===== config.mk =====
export PLATFORM = sky130hd
export DESIGN_NAME = if_fetch_queue
export DESIGN_NICKNAME = d
export VERILOG_FILES = /design/src/rtl/if_fetch_queue.sv
export SDC_FILE = /design/constraint.sdc
export NUM_CORES = 1
export LEC_CHECK = 0
export ABC_AREA = 1
export CORE_MARGIN = 8
export CORE_UTILIZATION = 59
export DETAILED_ROUTE_END_ITERATION = 8
export PLACE_DENSITY = 0.85
export SLEW_MARGIN = 40
export SYNTH_ARGS = -nofsm -noshare
export SYNTH_HDL_FRONTEND = slang
export SYNTH_SLANG_ARGS = --single-unit

===== constraint.sdc =====
create_clock -name clk -period 7.5 [get_ports clk]
set_input_delay 2.25 -clock clk [delete_from_list [all_inputs] [get_ports clk]]
set_output_delay 2.25 -clock clk [all_outputs]
set_load 0.005 [all_outputs]

===== src/rtl/if_fetch_queue.sv =====
// Fetch-to-decode instruction queue: show-ahead circular FIFO of {pc, instr}, 1-cycle min latency.
// Backpressure: in_ready drops only when full; a taken-branch flush empties it on the next edge.
module if_fetch_queue #(
  parameter int DEPTH  = 4,
  parameter int DATA_W = 32
) (
  input  logic                       clk,
  input  logic                       rst,
  input  logic                       in_valid,
  input  logic [DATA_W-1:0]          in_pc,
  input  logic [DATA_W-1:0]          in_instr,
  output logic                       in_ready,
  input  logic                       flush,
  output logic                       out_valid,
  output logic [DATA_W-1:0]          out_pc,
  output logic [DATA_W-1:0]          out_instr,
  input  logic                       out_ready,
  output logic [$clog2(DEPTH+1)-1:0] count
);

  localparam int PW = $clog2(DEPTH);
  localparam int CW = $clog2(DEPTH+1);

  logic [PW-1:0]     rd_ptr_q, rd_ptr_d;
  logic [PW-1:0]     wr_ptr_q, wr_ptr_d;
  logic [CW-1:0]     count_q, count_d;
  logic [DATA_W-1:0] pc_mem_q    [DEPTH];
  logic [DATA_W-1:0] instr_mem_q [DEPTH];

  logic push;
  logic pop;

  assign in_ready  = (count_q < CW'(DEPTH));
  assign out_valid = (count_q != '0);
  assign push      = in_valid & in_ready & ~flush;
  assign pop       = out_valid & out_ready & ~flush;
  assign count     = count_q;

  // Empty queue presents an all-zero word, which decode treats as a NOP.
  assign out_pc    = out_valid ? pc_mem_q[rd_ptr_q]    : '0;
  assign out_instr = out_valid ? instr_mem_q[rd_ptr_q] : '0;

  always_comb begin
    rd_ptr_d = rd_ptr_q;
    wr_ptr_d = wr_ptr_q;
    count_d  = count_q;
    if (flush) begin
      rd_ptr_d = '0;
      wr_ptr_d = '0;
      count_d  = '0;
    end else begin
      if (push) wr_ptr_d = wr_ptr_q + PW'(1);
      if (pop)  rd_ptr_d = rd_ptr_q + PW'(1);
      case ({push, pop})
        2'b10:   count_d = count_q + CW'(1);
        2'b01:   count_d = count_q - CW'(1);
        default: count_d = count_q;
      endcase
    end
  end

  always_ff @(posedge clk or negedge rst) begin
    if (!rst) begin
      rd_ptr_q <= '0;
      wr_ptr_q <= '0;
      count_q  <= '0;
    end else begin
      rd_ptr_q <= rd_ptr_d;
      wr_ptr_q <= wr_ptr_d;
      count_q  <= count_d;
    end
  end

  // Storage carries no reset; occupancy alone decides what is visible.
  always_ff @(posedge clk) begin
    if (push) begin
      pc_mem_q[wr_ptr_q]    <= in_pc;
      instr_mem_q[wr_ptr_q] <= in_instr;
    end
  end

endmodule

* After elaboration in Yosys (flattened, before gate mapping)
Memory sizes are Yosys's and may differ from the RTL's. Cells that the tools add are included.
Word-level totals: bits in latches 0, memory bits (read-only) 0, bits in registers 7, memories 2, output and inout bits 69, memory bits (writable) 256
Memory list:
- instr_mem_q | depth 4, width 32, rd ports 1, clocked after Yosys merged registers in 0, write ports 1, line 28 | logic [DATA_W-1:0] instr_mem_q [DEPTH];
- pc_mem_q | depth 4, width 32, rd ports 1, clocked after Yosys merged registers in 0, write ports 1, line 27 | logic [DATA_W-1:0] pc_mem_q [DEPTH];
Operators by class: reduce and logical (&&, ||, !) cells 4, shift operators 0, multiply operators 0, div/mod/pow operators 0, bitwise gates (word level) 5, add/subtract/negate cells 4, muxes and demuxes 10, magnitude comparators 1, equal/unequal tests 2
Operators by type and width (count):
- $mux W32 | 2
- $mux W2 | 4
- $pmux W3 S2 | 1
- $reduce_bool A3 Y1 | 2
- $add A2 B1 Y2 const B | 2
- $and A1 B1 Y1 | 4
- $reduce_bool A2 Y1 | 2
- $add A3 B1 Y3 const B | 1
- $lt A3 B3 Y1 const B | 1
- $mux W3 | 1
- $sub A3 B1 Y3 const B | 1
- $eq A2 B1 Y1 const B | 1
- $eq A2 B2 Y1 const B | 1
- $mux W1 | 2
- $not A1 Y1 | 1

* Longest topological paths before layout
Gate-level depths: netlist (run 1).
depth in word-level cells 6, gate-level depth with buffers 11, gate-level depth less buffers 11

* Least setup slack after synthesis (run 1)
OpenSTA, ideal clock, no wires.
path type input to register, start input in_valid, end memory instr_mem_q[0][0] (enable), library setup time 0.486 ns, stages on the path 4, data required time 7.014 ns, buffers on the path 0, arrival time 5.213 ns, slack 1.801 ns, cell sequence nand2_1 nor2_2 inv_1 nor2_1
On the way: cells in the longest elaborated chain, start to end 4
RTL lines:
- start, declared | line 9 | input logic in_valid,
- $and A1 B1 Y1 (2 in series) | line 35 | assign push = in_valid & in_ready & ~flush;
- $mux W1 | line 76 | if (push) begin
- $mux W1 (implied by the code) | line 78 | instr_mem_q[wr_ptr_q] <= in_instr;
- end, declared | line 28
Every way passes these cells.

* Final worst setup path (run 1)
start register rd_ptr_q[0], end output out_instr[4]
On the way: cells in the longest elaborated chain, start to end 2
RTL lines:
- start, declared | line 24 | logic [PW-1:0] rd_ptr_q, rd_ptr_d;
- start signal, assigned | line 68 | rd_ptr_q <= rd_ptr_d;
- $mem_v2 Z4 W32
- $mux W32 | line 41 | assign out_instr = out_valid ? instr_mem_q[rd_ptr_q] : '0;
- end, declared | line 16 | output logic [DATA_W-1:0] out_instr,
Every way passes these cells.

==> flow_summary.ini, run 1 <==
[status]
run_status = completed

[yosys]
synth_most_common_cell = sky130_fd_sc_hd__nor2_1
count_of_flip_flops_with_a_built_in_enable_after_synthesis = 256
synth_area_per_cell_um2 = 12.65
synth-seq-area-share = 0.7609
synthDominantAreaCellType = sky130_fd_sc_hd__edfxtp_1
async_reset_ff_frac = 0.02662
synth.top_cell.area_share = 0.7439
synth_cells = 817
synth.yosys.warnings = 0
largest_cells_by_area_after_synthesis = sky130_fd_sc_hd__edfxtp_1, sky130_fd_sc_hd__nor2_1, sky130_fd_sc_hd__o21ai_0
synth-seq-cells = 263
synth.cells.most_frequent = sky130_fd_sc_hd__nor2_1, sky130_fd_sc_hd__edfxtp_1, sky130_fd_sc_hd__o21ai_0
synth.lib_cells_used.distinct = 20
post_synth_instance_area_um2 = 10330
postSynth.topFlopCell = sky130_fd_sc_hd__edfxtp_1
synth.net_count = 891

[placed_design]
gp_congestion = 0.7633
dp.final_hpwl_um = 13550
port-buffer-count = 137
placedInstanceArea_um2 = 11890

[power_and_ir_drop]
power.clock.fraction = 0.378
share_seq_of_total_power = 0.525
switching_share = 0.2149
finalPower_uw = 3188
p_leak_uw = 0.004314
power.switching_uw = 685.1
worst_ir_drop_vdd_mv = 0.1913
p_per_area_nw_per_um2 = 251.0
power.share.combinational = 0.097
intPower_uw = 2503

[clock_network]
cts_inserted_buffers = 25
cts.path.max_buffers = 3
clkLatencyLatePin_ns = 0.51
cts_num_sinks = 263
post_cts_hold_buffer_count = 0
root_buffer = sky130_fd_sc_hd__clkbuf_16
cts_tree = done
htree_levels = 1
cts_resized = 0
worst_setup_hold_path_clk_slew_ns = 0.06
post-cts-setup-buffer-count = 0

[setup_path]
cp_max_fanout = 94
worstPathBufferInverterCount = 3
worstSetupPathDepth = 5
worstRegToRegCells = 6
crit_arrival_ns = 3.38
critPathTopFamily = buffers and inverters
reg2reg_setup_slack_ns = 4.91
worst_setup_path_startpoint = rd_ptr_q[0]
cp_cell_sequence = clkinv_4 -> buf_4 -> o21ai_0 -> a21oi_1 -> clkdlybuf4s50_1
element_type_at_the_critical_path_start = register
critical_path.reg2reg.endpoint = instr_mem_q[3][14]
r2r_start = count[2]
critPathCapture = out_instr[4]
worst_path_largest_cell_delay_ns = 0.87
worstSetupEndpointType = output pin
cp.required_ns = 5.25
start_to_end_type_of_the_worst_setup_path = register to output pin
critical_path.slowest_cell = sky130_fd_sc_hd__dfrtp_4

[detailed_routing]
route.detailed.drc = 0
final_antenna_net_count = 0
viasPerCell = 5.631
total_wirelength_of_the_detailed_routed_design_um = 22790
route.detailed.wl_per_inst_um = 19.17
detailedRoute.firstIterationViolations = 640
drt_first_pass_iters = 7
num_vias = 6695

[timing]
fin_setup_tns_ns = 0
final-max-slew-violation-count = 0
maxClockFrequency_ghz = 0.1776
number_of_failing_hold_endpoints_at_the_final_stage = 0
setup_viol = 0
final.period_utilization = 0.7506
max-slew-margin-rel = 0.4541
finClkSkew_ns = 0.01183
timing_worst_slew_pin_value_ns = 0.8188
grt_setup_unrepaired = false
final_critical_period_ns = 5.630

[worst_hold_path]
holdCritPathClass = register to register

[finish]
seqCellArea_um2 = 7868
synthToLayoutAreaGrowth_pct = 22.91
layout.core_utilization = 0.7369
fillerInstances = 1057
post_route_cells_drive_above_1_share = 0.06127
nets = 1020
final_cell_area_um2 = 12700
multi_input_logic_area_um2 = 2190

[floorplan]
die-width_um = 148.3
core-area_um2 = 17240
placement_rows = 48
floorplan.initialDensity = 0.5995
die_h_um = 148.3
die-area_um2 = 22010
num_io_pins = 138

[grt]
grt_pass1_wl_um = 35080
grt_antenna_before_repair = 1
grt_use_total = 0.2031
globalRouteOverflowTotal = 0
grt_pass1_vias = 6790
pin_count_of_the_biggest_net_entering_global_routing = 95

[job]
max_cap_viol_count = 0
-- power by group through the flow --
stage	Sequential, uW	Clock [uW]	Combinational [uW]
global route	1680	1280	337
global placement	1700	0	296
CTS	1670	1220	311
floorplan	1700	0	146
detailed placement	1700	0	308
finish	1670	1210	309
-- per-layer routing --
layer,track usage,part of all wire,vias up,wire length (um)
met5,0,0,-,0
met4,0.08873,0.035,0,795
li1,-,-,3140,-
met2,0.3555,0.51,308,11520
met3,0.03981,0.079,59,1802
met1,0.2399,0.38,3188,8677
-- cell usage in the layout (no fill, tap or decap), types with 5 or more instances in the layout --
cell type	count
sky130_fd_sc_hd__clkdlybuf4s50_1	137
sky130_fd_sc_hd__nand2_1	20
sky130_fd_sc_hd__o21ai_0	127
sky130_fd_sc_hd__dfrtp_1	5
sky130_fd_sc_hd__clkinv_2	6
sky130_fd_sc_hd__clkbuf_16	25
sky130_fd_sc_hd__a21oi_1	68
sky130_fd_sc_hd__clkbuf_1	5
sky130_fd_sc_hd__clkinv_1	5
sky130_fd_sc_hd__edfxtp_1	256
sky130_fd_sc_hd__nor2_1	259
sky130_fd_sc_hd__inv_1	10
sky130_fd_sc_hd__buf_4	10
-- worst min-delay path by stage --
stage                     startpoint        to  depth (start not counted)
after CTS                   count[1]  count[1]                          2
after global routing        count[1]  count[1]                          2
after detailed placement    count[1]  count[1]                          2
after global placement      count[1]  count[1]                          2
final                       count[1]  count[1]                          2
after floorplan             count[1]  count[1]                          2
-- flip-flops by register name (all words and copies together) (netlist names) --
| name | flops |
|---|---|
| count | 3 |
| instr_mem_q | 128 |
| pc_mem_q | 128 |
| rd_ptr_q | 2 |
| wr_ptr_q | 2 |
-- area by class of cell --
cell class,count,area share
sequential,263,0.6194
antenna,1,0.0001970
inverter,14,0.004729
clock buffer,30,0.05073
clock inverter,14,0.01093
timing repair buffer,150,0.1194
tap,225,0.02217
multi-input combinational,492,0.1724
-- logic make-up after synthesis --
group,synth area share
compound gates,0.09638
xor+xnor,0.0008477
fa+ha+maj,0.006781
buf+inv,0.03015
flops,0.7609
simple gates,0.1050
-- worst reg2reg max path: stages, from the launching register on --
cell and delay (ns):
sky130_fd_sc_hd__dfrtp_1 0.45, sky130_fd_sc_hd__inv_2 0.12, sky130_fd_sc_hd__nand2_1 0.08, sky130_fd_sc_hd__nor2_2 0.16, sky130_fd_sc_hd__inv_1 0.22, sky130_fd_sc_hd__nor2_4 0.43, sky130_fd_sc_hd__buf_4 0.71
-- through the flow --
| stage | worst slack, ns | cells | hold slack [ns] |
|---|---|---|---|
| after floorplan | 1.801 | 817 | 0.5433 |
| after global placement | 1.999 | 1141 | 0.5617 |
| after detailed placement | 2.399 | 1143 | 0.5654 |
| after CTS | 1.872 | 1187 | 0.5828 |
| after global routing | 1.590 | 1189 | 0.6181 |
| final | 1.870 | 1189 | 0.5763 |
(Power assumes the default switching activity.)
==> run 2: changes to the inputs <==
- CORE_UTILIZATION: 59 -> 55
- PLACE_DENSITY: 0.85 -> 0.8
- clock period: 7.5 -> 5.4 ns (I/O delays scaled with it)
==> flow_summary.ini, run 2 (same netlist as run 1, synthesis figures left out) <==
[clock_network]
worst_setup_hold_path_clk_slew_ns = 0.06
cts_resized = 0
post_cts_hold_buffer_count = 0
htree_levels = 1
root_buffer = sky130_fd_sc_hd__clkbuf_16
cts_inserted_buffers = 26
cts_tree = done
post-cts-setup-buffer-count = 0
clkLatencyLatePin_ns = 0.52
cts.path.max_buffers = 3
cts_num_sinks = 263

[timing]
setup_ws_ns = 0.7683
final.period_utilization = 0.8577
maxClockFrequency_ghz = 0.2159
grt_setup_unrepaired = false
final-max-slew-violation-count = 0
fin_setup_tns_ns = 0
fin_worst_hold_slack_ns = 0.5857
final_critical_period_ns = 4.632
setup_viol = 0
timing_worst_slew_pin_value_ns = 0.8024
finClkSkew_ns = 0.006179
max-slew-margin-rel = 0.4651
number_of_failing_hold_endpoints_at_the_final_stage = 0

[finish]
synthToLayoutAreaGrowth_pct = 22.57
nets = 1019
fillerInstances = 1314
antennaDiodeCount = 0
seqCellArea_um2 = 7868
post_route_cells_drive_above_1_share = 0.05803
mostFrequentLayoutCell = sky130_fd_sc_hd__nor2_1
final_cell_mix = sky130_fd_sc_hd__nor2_1, sky130_fd_sc_hd__edfxtp_1, sky130_fd_sc_hd__clkdlybuf4s50_1
multi_input_logic_area_um2 = 2190

[floorplan]
die_h_um = 153.1
num_io_pins = 138
floorplan.initialDensity = 0.5562
core-area_um2 = 18580
placement_rows = 50
die-area_um2 = 23430
die-width_um = 153.1

[detailed_routing]
route.detailed.drc = 0
detailedRoute.firstIterationViolations = 472
num_vias = 6568
viasPerCell = 5.478
route.detailed.wl_per_inst_um = 18.60
final_antenna_net_count = 0
drt_first_pass_iters = 7
total_wirelength_of_the_detailed_routed_design_um = 22300

[power_and_ir_drop]
power.clock.fraction = 0.368
switching_share = 0.2194
power.switching_uw = 956.8
finalPower_uw = 4361
p_leak_uw = 0.004283
share_seq_of_total_power = 0.533
p_per_area_nw_per_um2 = 344.3
power.share.combinational = 0.098
intPower_uw = 3405
worst_ir_drop_vdd_mv = 0.2689

[setup_path]
worstRegToRegCells = 6
critPathTopFamily = buffers and inverters
element_type_at_the_critical_path_start = register
crit_arrival_ns = 3.01
cp.required_ns = 3.78
worstPathBufferInverterCount = 3
worstSetupPathDepth = 5
critical_path.slowest_cell = sky130_fd_sc_hd__dfrtp_4
cp_cell_sequence = clkinv_2 -> buf_4 -> o21ai_0 -> a21oi_1 -> clkdlybuf4s50_1
start_to_end_type_of_the_worst_setup_path = register to output pin
worstSetupEndpointType = output pin
cp_max_fanout = 68
worst_path_largest_cell_delay_ns = 0.75

[grt]
globalRouteOverflowTotal = 0
grt_antenna_before_repair = 1
gr-usage-met2 = 0.3345
grt_use_total = 0.1856
grt_pass1_wl_um = 34780
globalRouteMet3Util = 0.04257
grt-busiest-layer = met2
grt_pass1_vias = 6857
grtUsageMet1 = 0.2121
pin_count_of_the_biggest_net_entering_global_routing = 69

[placed_design]
gp_congestion = 0.7629
dp_worst_setup_slack_ns = 1.334
dp.final_hpwl_um = 12420
port-buffer-count = 137

[job]
max_cap_viol_count = 0

[worst_hold_path]
timing.hold.worst_path_depth = 2
holdCritPathClass = register to register

[status]
run_status = completed
## run 2: final timing paths
check                            start            endpoint  slack (ns)
hold / removal                count[1]            count[1]        0.59
setup / recovery           rd_ptr_q[0]       out_instr[29]        0.77
max in group asynchronous          rst         rd_ptr_q[0]        3.75
setup reg to reg              count[2]  instr_mem_q[1][12]        3.28
min in group asynchronous          rst            count[0]        1.37
hold reg to reg               count[1]            count[1]        0.59
## run 2: stage by stage
step | util | cell area, um2 | cells
after floorplan | - | 10330 | 817
after global placement | 0.6395 | 11880 | 1151
after detailed placement | 0.6403 | 11900 | 1151
after CTS | 0.6817 | 12670 | 1199
after global routing | 0.6817 | 12670 | 1199
final | 0.6817 | 12670 | 1199
## run 2: cell type report
cell class,instances,area share
multi-input combinational,492,0.1729
clock buffer,34,0.05542
clock inverter,14,0.005236
timing repair buffer,148,0.1179
inverter,14,0.004248
sequential,263,0.6212
tap,234,0.02312
## run 2: layer usage
metal | routed length, um | vias to the layer above
met5 | 13 | -
met4 | 475 | 2
met3 | 1485 | 43
met2 | 11630 | 220
met1 | 8691 | 3165
li1 | - | 3138
## run 2: power groups by stage
stage / sequential, uW / clock (uW) / combinational (uW)
6_report: 2330 / 1610 / 428
5_1_grt: 2330 / 1710 / 472
3_5_place_dp: 2370 / 0 / 430
3_3_place_gp: 2370 / 0 / 420
4_1_cts: 2330 / 1630 / 434
2_1_floorplan: 2360 / 0 / 203
## run 2: tightest hold or removal path: stages, from the launching register on
cell and delay [ns]:
sky130_fd_sc_hd__dfrtp_1 0.42, sky130_fd_sc_hd__nand2_1 0.07, sky130_fd_sc_hd__nand2_1 0.06
==> run 3: changes to the inputs <==
- SKIP_CTS_REPAIR_TIMING: unset -> 1
==> results of run 3 <==
Same layout as run 2: the final DEF is identical, and so are final timing and power.
